$ cat config.mk
export PLATFORM = sky130hd
export DESIGN_NAME = fib_gen
export DESIGN_NICKNAME = d
export VERILOG_FILES = /design/src/rtl/fib_pkg.sv /design/src/rtl/fib_gen.sv
export SDC_FILE = /design/constraint.sdc
export NUM_CORES = 1
export LEC_CHECK = 0
export CAP_MARGIN = 30
export CORE_MARGIN = 2
export CORE_UTILIZATION = 35
export CTS_BUF_LIST = sky130_fd_sc_hd__clkbuf_4
export CTS_CLUSTER_DIAMETER = 40
export CTS_CLUSTER_SIZE = 25
export DETAILED_ROUTE_END_ITERATION = 12
export SYNTH_ARGS = -nofsm -noshare
export SYNTH_HDL_FRONTEND = slang
export SYNTH_SLANG_ARGS = --single-unit
export TNS_END_PERCENT = 5
$ cat constraint.sdc
create_clock -name clk -period 3.5 [get_ports clk]
set_input_delay 0.525 -clock clk [delete_from_list [all_inputs] [get_ports clk]]
set_output_delay 0.525 -clock clk [all_outputs]
set_load 0.03 [all_outputs]
$ cat src/rtl/fib_pkg.sv
// ----------------------------------------------------------------------------
// fib_pkg
// Shared types and constants for the sequential Fibonacci generator.
//   fib_state_e : controller state encoding (IDLE, CALC, DONE)
//   FIB_F0/F1   : seed terms loaded into the datapath on an accepted start
//   FIB_REF     : F(0..15), handy for checking the generator from benches
//   fib_ref_lookup : table lookup helper for FIB_REF
// ----------------------------------------------------------------------------
package fib_pkg;

   typedef enum logic [1:0] {
      ST_IDLE = 2'd0,
      ST_CALC = 2'd1,
      ST_DONE = 2'd2
   } fib_state_e;

   localparam int unsigned FIB_F0 = 0;
   localparam int unsigned FIB_F1 = 1;

   localparam int unsigned FIB_REF_N = 16;

   localparam int unsigned FIB_REF [FIB_REF_N] = '{
      0, 1, 1, 2, 3, 5, 8, 13, 21, 34, 55, 89, 144, 233, 377, 610
   };

   function automatic int unsigned fib_ref_lookup(input int unsigned idx);
      int unsigned res;
      res = 0;
      if (idx < FIB_REF_N) begin
         res = FIB_REF[idx];
      end
      return res;
   endfunction

endpackage : fib_pkg

$ cat src/rtl/fib_gen.sv
// ----------------------------------------------------------------------------
// fib_gen
// Iterative Fibonacci generator: maps an index n to F(n) mod 2^VAL_W, one
// addition per clock, with a start/busy/done handshake.
//
// Ports
//   clk    : system clock, all state updates on posedge
//   rst    : synchronous active-high reset
//   start  : request, sampled only while idle
//   n      : index, latched on an accepted start
//   busy   : high in CALC and DONE
//   done   : one-cycle pulse, fib/ovf just updated
//   fib    : F(n) mod 2^VAL_W, held until the next done
//   ovf    : F(n) did not fit in VAL_W bits, held with fib
//
// state | meaning
// ------+-----------------------------------------------------------------
// IDLE  | waiting for start; fib/ovf hold the previous result
// CALC  | one step per cycle while cnt != 0, result captured when cnt == 0
// DONE  | done pulse cycle; returns to IDLE, start ignored here
// ----------------------------------------------------------------------------
module fib_gen
   import fib_pkg::*;
#(
   parameter int unsigned IDX_W = 4,
   parameter int unsigned VAL_W = 16
) (
   input  logic             clk,
   input  logic             rst,
   input  logic             start,
   input  logic [IDX_W-1:0] n,
   output logic             busy,
   output logic             done,
   output logic [VAL_W-1:0] fib,
   output logic             ovf
);

   fib_state_e       state_q, state_d;
   logic [IDX_W-1:0] cnt_q,   cnt_d;
   logic [VAL_W-1:0] a_q,     a_d;
   logic [VAL_W-1:0] b_q,     b_d;
   logic             a_ovf_q, a_ovf_d;
   logic             b_ovf_q, b_ovf_d;
   logic [VAL_W-1:0] fib_q,   fib_d;
   logic             ovf_q,   ovf_d;

   // One bit wider than the terms so the top bit is the carry out.
   logic [VAL_W:0]   sum;

   assign sum = {1'b0, a_q} + {1'b0, b_q};

   always_comb begin
      state_d = state_q;
      cnt_d   = cnt_q;
      a_d     = a_q;
      b_d     = b_q;
      a_ovf_d = a_ovf_q;
      b_ovf_d = b_ovf_q;
      fib_d   = fib_q;
      ovf_d   = ovf_q;

      unique case (state_q)
         ST_IDLE: begin
            if (start) begin
               cnt_d   = n;
               a_d     = VAL_W'(FIB_F0);
               b_d     = VAL_W'(FIB_F1);
               a_ovf_d = 1'b0;
               b_ovf_d = 1'b0;
               state_d = ST_CALC;
            end
         end

         ST_CALC: begin
            if (cnt_q != '0) begin
               a_d     = b_q;
               b_d     = sum[VAL_W-1:0];
               a_ovf_d = b_ovf_q;
               // Once a term has wrapped every later term is also too big,
               // so the flag is sticky along the sequence.
               b_ovf_d = sum[VAL_W] | a_ovf_q | b_ovf_q;
               cnt_d   = cnt_q - 1'b1;
            end else begin
               // a holds F(n); b is only a look-ahead term, so its overflow
               // never reaches ovf.
               fib_d   = a_q;
               ovf_d   = a_ovf_q;
               state_d = ST_DONE;
            end
         end

         ST_DONE: begin
            state_d = ST_IDLE;
         end

         default: begin
            state_d = ST_IDLE;
         end
      endcase
   end

   always_ff @(posedge clk) begin
      if (rst) begin
         state_q <= ST_IDLE;
         cnt_q   <= '0;
         a_q     <= '0;
         b_q     <= '0;
         a_ovf_q <= 1'b0;
         b_ovf_q <= 1'b0;
         fib_q   <= '0;
         ovf_q   <= 1'b0;
      end else begin
         state_q <= state_d;
         cnt_q   <= cnt_d;
         a_q     <= a_d;
         b_q     <= b_d;
         a_ovf_q <= a_ovf_d;
         b_ovf_q <= b_ovf_d;
         fib_q   <= fib_d;
         ovf_q   <= ovf_d;
      end
   end

   // Decoded straight from the state register, so no combinational glitches.
   assign busy = (state_q != ST_IDLE);
   assign done = (state_q == ST_DONE);
   assign fib  = fib_q;
   assign ovf  = ovf_q;

endmodule : fib_gen

== After elaboration in Yosys (flattened, before gate mapping) ==
Cells that the tools add are included.
Word-level totals
  word-level logic and storage cells: 42
  register bits: 57
Operators by class
  multiplexer cells: 17
  add/sub/neg operators: 2
  eq/ne operators: 5
  bitwise operators: 3
  reduce and logical (&&, ||, !) cells: 7
Operator list (count)
  $mux 16: 4
  $pmux 16 s2: 2
  $add 16x16->17: 1
  $mux 4: 2
  $pmux 4 s2: 1
  $ne 2x2->1 const B: 3
  $mux 2: 2
  $pmux 1 s2: 2
  $pmux 2 s2: 1
  $reduce_and 2->1: 2
  $reduce_bool 2->1: 2
  $reduce_bool 4->1: 1
  $sub 4x1->4 const B: 1
  $mux 1: 3
  $reduce_and 3->1: 1
  $eq 2x1->1 const B: 1
  $eq 2x2->1 const B: 1
  $logic_not 2->1: 1
  $or 1x1->1: 2
  $not 1->1: 1

== Logic depth before layout (Yosys ltp) ==
Gate-level depths: netlist (run 1).
  depth after elaboration: 5
  mapped depth: 9
  gate-level depth less buffers: 8

== Worst setup path before layout (run 1) ==
No wires, ideal clock.
  path type: register to register
  from: register a_q[0]
  to: register b_q[10]
  library setup time: 117 ps
  slack: 1387 ps
  clock period less this slack: 2113 ps
  cell stages (with the launch flop): 8
  arrival time: 1996 ps
  cells stage by stage: dfxtp_1 -> ha_1 -> fa_1 -> a21o_1 -> a21oi_1 -> nor3_1 -> or3_2 -> a32o_1
On the way
  longest elaborated chain between the ends: 3
Ends and longest elaborated chain
  start: declaration: line fib_gen.sv:40  | logic [VAL_W-1:0] a_q, a_d;
  start signal: assignment: line fib_gen.sv:106  | a_q <= '0;
  start signal: assignment: line fib_gen.sv:115  | a_q <= a_d;
  $add 16x16->17: line fib_gen.sv:50  | assign sum = {1'b0, a_q} + {1'b0, b_q};
  $mux 16: line fib_gen.sv:75  | if (cnt_q != '0) begin
  $pmux 16 s2: line fib_gen.sv:62  | unique case (state_q)
  end signal: assignment: line fib_gen.sv:107  | b_q <= '0;
  end signal: assignment: line fib_gen.sv:116  | b_q <= b_d;
  end: declaration: line fib_gen.sv:41  | logic [VAL_W-1:0] b_q, b_d;
No other way between the ends. The select of a mux whose other input is x is not followed.
A chain may end at the register's enable or synchronous reset.

== Worst setup path in the final report (run 1) ==
Ends and elaborated chain as after synthesis.

==> results of run 1 <==
[cell type report]
| cell class | count | area share [%] |
|---|---|---|
| Sequential cell | 57 | 34.5 |
| Multi-Input combinational cell | 269 | 48.6 |
| Tap cell | 102 | 3.86 |
| Timing Repair Buffer | 30 | 8.55 |
| Inverter | 5 | 0.568 |
| Clock inverter | 5 | 1.40 |
| Clock buffer | 11 | 2.50 |
[per-stage QoR]
step	hold slack (ns)	util, %
after floorplan	0.445	-
after global placement	0.442	40.7
after detailed placement	0.450	40.7
after CTS	0.463	42.3
after global routing	0.482	42.3
final	0.458	42.3
[sequential cells by signal, summed over array words and instances (netlist names)]
signal / count
state_q: 2
fib: 16
a_ovf_q: 1
cnt_q: 4
a_q: 16
b_q: 16
b_ovf_q: 1
ovf: 1
[per-layer routing]
layer  routed length (microns)  global-route usage [%]
met1                      3350                    22.9
met2                      2810                    23.9
met3                       381                    4.09
met4                       108                    6.28
met5                         0                       0
[worst max-delay path by stage]
stage | to | slack, ns | cells past startpoint | startpoint
floorplan | b_q[10] | 1.39 | 7 | a_q[0]
global placement | b_q[14] | 1.13 | 5 | start
detailed placement | b_q[14] | 1.07 | 5 | start
CTS | b_q[10] | 1.20 | 7 | a_q[0]
global route | b_q[14] | 0.97 | 8 | cnt_q[0]
finish | b_q[10] | 1.16 | 7 | a_q[0]
[report_power, final]
part / internal [mW] / total [mW] / switching [mW] / leakage, nW
clock network: 0.226 / 0.467 / 0.241 / 0.0734
logic: 0.0630 / 0.218 / 0.155 / 0.757
registers: 0.664 / 0.677 / 0.0137 / 0.460
[synth_stat cells (all sizes together) (5+ instances only)]
cell type,n,area share [%]
ha,17,7.5
inv,5,0.66
a22o,7,2.2
xnor2,5,1.5
nand3,29,5.1
o21ai,14,2.6
nor2,14,1.9
dfxtp,57,40
clkbuf,14,1.9
xor2,5,1.5
a21oi,56,10
nand2,68,9.0
[tightest hold or removal path, cell delays in order, from the launching register on]
cell	delay [ns]
dfxtp_1	0.32
nand2_1	0.05
a21oi_1	0.05
[cells by family after synthesis]
family / count (synthesis) / share of synthesized area, %
DFF: 57 / 40.2
and+or+nand+nor: 136 / 21.8
adders and majority gates: 18 / 8.20
muxes: 4 / 1.41
buffers and inverters: 23 / 3.22
AOI/OAI and AO/OA: 101 / 22.1
xor gates and xnor gates: 10 / 3.08
==> flow_summary.json, run 1 <==
{
  "placementRows": 32,
  "path_clk_slew_ns": 0.10,
  "drive_gt1_share_pct": 7.43,
  "fill_cells": 808,
  "critical_path.max_fanout": 3,
  "power.total_mw": 1.36,
  "setup_ws_ns": 1.16,
  "cp.arrival_ns": 2.64,
  "syn_area_sq_um": 2840,
  "worst_path_largest_cell_delay_ns": 0.43,
  "hold_path_depth": 2,
  "maxSlewHeadroom_pct": 35.1,
  "via_per_inst": 5.33,
  "skew_ns": 0.00826,
  "rsz0062_at_grt": "no",
  "die_y_microns": 94.1,
  "grt_first_pass_wirelength_microns": 11300,
  "place_ws_ns": 1.07,
  "maxSlewViolCount": 0,
  "dr.pass1.iters": 4,
  "crit_chain": "ha_1 -> fa_1 -> a21o_1 -> a21oi_1 -> nor3_1 -> or3_2 -> a32o_1",
  "stdcell_count": 479,
  "min_period_ns": 2.34,
  "start_util_pct": 36.4,
  "post-route-drc-count": 0,
  "boundaryPins": 26,
  "overflow": 0,
  "grt_usage_pct": 16.3,
  "cts_buffer_depth": 2,
  "multi_input_area_sq_um": 1610,
  "setup.worst_path.start_class": "flop",
  "grt_max_degree": 32,
  "worst-setup-path-type": "reg -> reg",
  "stdcell_area_sq_um": 3310,
  "synthDistinctLibCells": 48,
  "worst_skew_pair.late_latency_ns": 0.40,
  "path_buf_inv": 0,
  "final_common_cell": "nand2_1",
  "die_width_microns": 94.1,
  "synth-seq-cells": 57,
  "area_delta_synth_final_pct": 16.4,
  "clkSinkCount": 57,
  "ys.warnings.count": 0,
  "max_freq_ghz": 0.427,
  "whs_endpoint": "fib[7]",
  "cpMaxStageDelayCell": "or3_2",
  "status": "complete, no violations",
  "cts_setup_buffers": 0,
  "gp_congestion": 0.873,
  "core_area_sq_um": 7810,
  "dp_hpwl_microns": 4530,
  "htreeDepth": 3,
  "postRouteAntennaNets": 0,
  "power.density_nw_per_um2": 412,
  "ff_latch_area_sq_um": 1140,
  "hold_class": "reg -> reg",
  "worstMarginPinSlew_ns": 0.970,
  "rr_endpoint": "b_q[10]",
  "required_ns": 3.80,
  "critPathTopFamily": "compound AO/OA/AOI/OAI gates",
  "worstRegToRegCells": 7,
  "ctsHoldBuffers": 0,
  "layout_worst_path_cycle_share_pct": 66.9,
  "grt_pass1_vias": 2335,
  "wl_per_cell_microns": 13.9,
  "vias": 2554,
  "dpl_cell_area_sq_um": 3180,
  "synthArstFlopShare_pct": 0,
  "cts_resized": 0,
  "cts_root_buffer": "clkbuf_4",
  "synth_edf_count": 0,
  "cts_tree": "built",
  "routed_wl_microns": 6650,
  "rr_startpoint": "a_q[0]",
  "num_antenna_cells": 0,
  "num-nets-final": 397,
  "synthFlopType": "dfxtp_1",
  "die-area_sq_um": 8850,
  "hold_viol_final": 0,
  "hp-start": "fib[7]",
  "cts_buffers": 9,
  "fin_setup_tns_ns": 0,
  "syn_inst": 349,
  "final_cell_mix": "nand2_1 (68), dfxtp_1 (57), a21oi_1 (55)",
  "max-cap-violations": 0,
  "crit_path_end_kind": "flop",
  "synth.avg_cell_area_sq_um": 8.13,
  "setup_viol": 0,
  "ir_worst_vdd_v": 0.000156,
  "ff2ff_setup_slack_ns": 1.16,
  "antenna_found_initial": 0,
  "drt-initial-drc-count": 168,
  "p_leak_nw": 1.29,
  "numPortBuffers": 25,
  "place_inst": 463,
  "ys_seq_area_share_pct": 40.2,
  "synthesis.nets": 374
}
(Power assumes the default switching activity.)
==> run 2: changes to the inputs <==
clock period = 2.2 ns   (was 3.5 ns; I/O delays follow)
==> flow_summary.json, run 2 (same netlist as run 1, synthesis figures left out) <==
{
  "gp_congestion": 0.802,
  "power.density_nw_per_um2": 596,
  "worstMarginPinSlew_ns": 0.528,
  "ctsHoldBuffers": 0,
  "boundaryPins": 26,
  "path_clk_slew_ns": 0.09,
  "wl_per_cell_microns": 13.4,
  "final_common_cell": "nand2_1",
  "worst-setup-path-type": "reg -> reg",
  "ir_worst_vdd_v": 0.000220,
  "required_ns": 2.49,
  "worst_skew_pair.late_latency_ns": 0.39,
  "place_inst": 477,
  "final_core_util_pct": 43.6,
  "routed_wl_microns": 6610,
  "dr.pass1.iters": 4,
  "hold-worst-slack_ns": 0.369,
  "fill_cells": 819,
  "setup_viol": 0,
  "post-route-drc-count": 0,
  "max-cap-violations": 0,
  "setup.worst_path.start_class": "flop",
  "num_antenna_cells": 0,
  "core_area_sq_um": 7810,
  "cts_tree": "built",
  "cts_buffer_depth": 2,
  "cts_resized": 0,
  "fin_setup_tns_ns": 0,
  "drt-initial-drc-count": 125,
  "placementRows": 32,
  "start_util_pct": 36.4,
  "ff_latch_area_sq_um": 1140,
  "place_ws_ns": 0.00998,
  "numPortBuffers": 25,
  "critical_path.max_fanout": 3,
  "postRouteAntennaNets": 0,
  "drive_gt1_share_pct": 11.0,
  "antenna_found_initial": 0,
  "p_leak_nw": 1.35,
  "die-area_sq_um": 8850,
  "num-nets-final": 411,
  "stdcell_count": 493,
  "cts_buffers": 9,
  "layout_worst_path_cycle_share_pct": 96.8,
  "grt_pass1_vias": 2405,
  "cp.arrival_ns": 2.42,
  "die_width_microns": 94.1,
  "grt_usage_pct": 15.9,
  "multi_input_area_sq_um": 1620,
  "skew_ns": 0.0128,
  "dp_hpwl_microns": 4750,
  "grt_max_degree": 30,
  "min_period_ns": 2.13,
  "rsz0062_at_grt": "yes",
  "cts_root_buffer": "clkbuf_4",
  "final_cell_mix": "nand2_1 (68), dfxtp_1 (57), a21oi_1 (53)",
  "grt_first_pass_wirelength_microns": 11000,
  "clkSinkCount": 57,
  "overflow": 0,
  "vias": 2600,
  "status": "complete, no violations",
  "area_delta_synth_final_pct": 19.9,
  "hold_class": "in -> reg",
  "cts_setup_buffers": 0,
  "hold_viol_final": 0,
  "via_per_inst": 5.27,
  "htreeDepth": 3,
  "setup_ws_ns": 0.0713,
  "max_freq_ghz": 0.470,
  "maxSlewViolCount": 0,
  "crit_path_end_kind": "flop",
  "die_y_microns": 94.1,
  "maxSlewHeadroom_pct": 64.7
}
-- run 2: through the flow --
step | cell area [sq um] | power (mW)
global route | 3400 | 2.15
floorplan | 2840 | 1.34
detailed placement | 3290 | 1.48
CTS | 3390 | 2.05
global placement | 3290 | 1.48
finish | 3400 | 2.03
-- run 2: routing by layer --
| metal | routed length [microns] | vias to the layer above | share of wire (%) | global-route usage (%) |
|---|---|---|---|---|
| li1 | - | 1317 | - | - |
| met1 | 3410 | 1223 | 52 | 21.7 |
| met2 | 2850 | 50 | 43 | 24.5 |
| met3 | 248 | 10 | 3.8 | 2.89 |
| met4 | 102 | 0 | 1.5 | 6.88 |
| met5 | 0 | - | 0 | 0 |
-- run 2: path summary, 6_finish.rpt --
path	startpoint	end	slack [ns]	cells after the start
setup reg to reg	a_q[0]	b_q[10]	0.07	7
hold / removal	rst	a_q[2]	0.37	2
hold reg to reg	fib[7]	fib[7]	0.46	2
setup / recovery	a_q[0]	b_q[10]	0.07	7
-- run 2: final cells by class --
type                    count  area share [%]
inverters                   5           0.551
well taps                 102            3.75
multi-input cells         269            47.6
flip-flops and latches     57            33.5
clock inverters             7           0.809
clock buffers               9            1.98
repair buffers             44            11.8
-- run 2: power by group --
part           total [mW]  internal, mW  switching [mW]
logic               0.387         0.132           0.256
registers            1.08          1.06          0.0226
clock network       0.564         0.208           0.356
-- run 2: critical path, stage by stage, from the launching register on --
cell	delay [ns]
dfxtp_1	0.32
ha_1	0.21
fa_1	0.38
a21o_1	0.19
a21oi_2	0.17
nor3_1	0.09
or3_2	0.42
a32o_1	0.25
==> run 3: changes to the inputs <==
CORE_UTILIZATION = 40   (was 35)
==> flow_summary.json, run 3 (same netlist as run 1, synthesis figures left out) <==
{
  "status": "complete, no violations",
  "htreeDepth": 3,
  "power.density_nw_per_um2": 648,
  "fill_cells": 685,
  "grt_pass1_vias": 2351,
  "die-area_sq_um": 7790,
  "ctsHoldBuffers": 0,
  "antenna_found_initial": 0,
  "skew_ns": 0.0131,
  "dr.pass1.iters": 4,
  "pwr-share-comb_pct": 17.4,
  "max-cap-violations": 0,
  "power.total_mw": 2.23,
  "setup_ws_ns": 0.0853,
  "cts_root_buffer": "clkbuf_4",
  "path_buf_inv": 0,
  "p_leak_nw": 1.34,
  "cts_tree": "built",
  "drt-initial-drc-count": 154,
  "setup_viol": 0,
  "postRouteAntennaNets": 0,
  "core_area_sq_um": 6830,
  "die_y_microns": 88.2,
  "area_delta_synth_final_pct": 21.2,
  "routed_wl_microns": 6500,
  "setup.worst_path.start_class": "flop",
  "cts_buffer_depth": 2,
  "required_ns": 2.50,
  "maxSlewViolCount": 0,
  "via_per_inst": 5.21,
  "hold_class": "in -> reg",
  "cpMaxStageDelayCell": "or3_2",
  "critical_path.max_fanout": 3,
  "num-nets-final": 408,
  "vias": 2523,
  "fin_setup_tns_ns": 0,
  "cts_buffers": 9,
  "layout_worst_path_cycle_share_pct": 96.1,
  "pwr-share-seq_pct": 48.4,
  "internal_power_mw": 1.55,
  "cp.arrival_ns": 2.41,
  "grt_max_degree": 32,
  "critPathTopFamily": "compound AO/OA/AOI/OAI gates",
  "post-route-drc-count": 0,
  "path_clk_slew_ns": 0.11,
  "swShare_pct": 30.7,
  "overflow": 0,
  "drive_gt1_share_pct": 13.7,
  "final_common_cell": "nand2_1",
  "die_width_microns": 88.2,
  "start_util_pct": 41.6,
  "gp_congestion": 0.849,
  "worst-setup-path-type": "reg -> reg",
  "p_sw_mw": 0.686,
  "wl_per_cell_microns": 13.4,
  "crit_path_end_kind": "flop",
  "boundaryPins": 26,
  "worstMarginPinSlew_ns": 0.524,
  "worst_path_largest_cell_delay_ns": 0.42,
  "maxSlewHeadroom_pct": 65.0,
  "worst_skew_pair.late_latency_ns": 0.40,
  "num_antenna_cells": 0,
  "placementRows": 30,
  "max_freq_ghz": 0.473,
  "rsz0062_at_grt": "yes",
  "grt_usage_pct": 18.2,
  "place_ws_ns": -0.0577,
  "grt_first_pass_wirelength_microns": 11100,
  "min_period_ns": 2.11,
  "hold_viol_final": 0,
  "clkSinkCount": 57,
  "numPortBuffers": 25,
  "final_cell_mix": "nand2_1 (66), dfxtp_1 (55), a21oi_1 (52)",
  "crit_chain": "ha_2 -> fa_2 -> a21o_1 -> a21oi_2 -> nor3_2 -> or3_2 -> a32o_1",
  "dp_hpwl_microns": 4440,
  "p_clk_share_pct": 34.2,
  "ir_worst_vdd_v": 0.000194
}
[run 3: changes by cell type in the layout (fill, tap and decap cells not counted), sizes merged]
cell	before	now
buf	20	17
clkinv	7	3
bufinv	0	1
clkinvlp	0	2
clkbuf	9	10
[run 3: what timing repair did]
item / 4_1_cts / 5_1_grt
gates resized for setup: 2 / 11
endpoints found under the setup margin: 3 / 5
endpoints found under the hold margin: 0 / 0
setup buffers: 1 / 0
pin swaps: 2 / 2
[run 3: through the flow]
stage                     cell area [sq um]  instances  hold WS [ns]  utilization (%)
after CTS                              3400        484         0.333             49.8
after global placement                 3260        467         0.442             47.7
after floorplan                        2840        349         0.445                -
after detailed placement               3260        467         0.446             47.7
after global routing                   3440        484         0.352             50.4
final                                  3440        484         0.343             50.4
[run 3: final cells by class]
type	count	area [sq um]	area share, %
Multi-Input combinational cell	269	1650	47.9
Timing Repair Buffer	41	378	11.0
Inverter	5	18.8	0.545
Tap cell	96	120	3.49
Sequential cell	57	1140	33.2
Clock buffer	10	75.1	2.18
Clock inverter	6	58.8	1.71
[run 3: worst paths after layout]
kind                start  endpoint  slack [ns]  cells past startpoint
setup / recovery   a_q[0]   b_q[10]        0.09                      7
hold / removal        rst  cnt_q[3]        0.34                      2
setup reg to reg   a_q[0]   b_q[10]        0.09                      7
hold reg to reg   fib[14]   fib[14]        0.46                      2
[run 3: metal layers]
layer  routed length [microns]  global-route usage (%)  vias up  share of wire [%]
met5                         0                       0        -                  0
met4                        80                    5.79        0                1.2
met3                       219                    5.04        7                3.4
met2                      2890                    26.9       36                 44
met1                      3310                    25.8     1177                 51
li1                          -                       -     1303                  -
[run 3: power groups by stage]
stage | combinational (mW) | sequential [mW] | clock [mW]
after CTS | 0.393 | 1.08 | 0.780
after global routing | 0.429 | 1.09 | 0.841
after global placement | 0.386 | 1.10 | 0
after detailed placement | 0.391 | 1.10 | 0
final | 0.388 | 1.08 | 0.763
after floorplan | 0.247 | 1.10 | 0
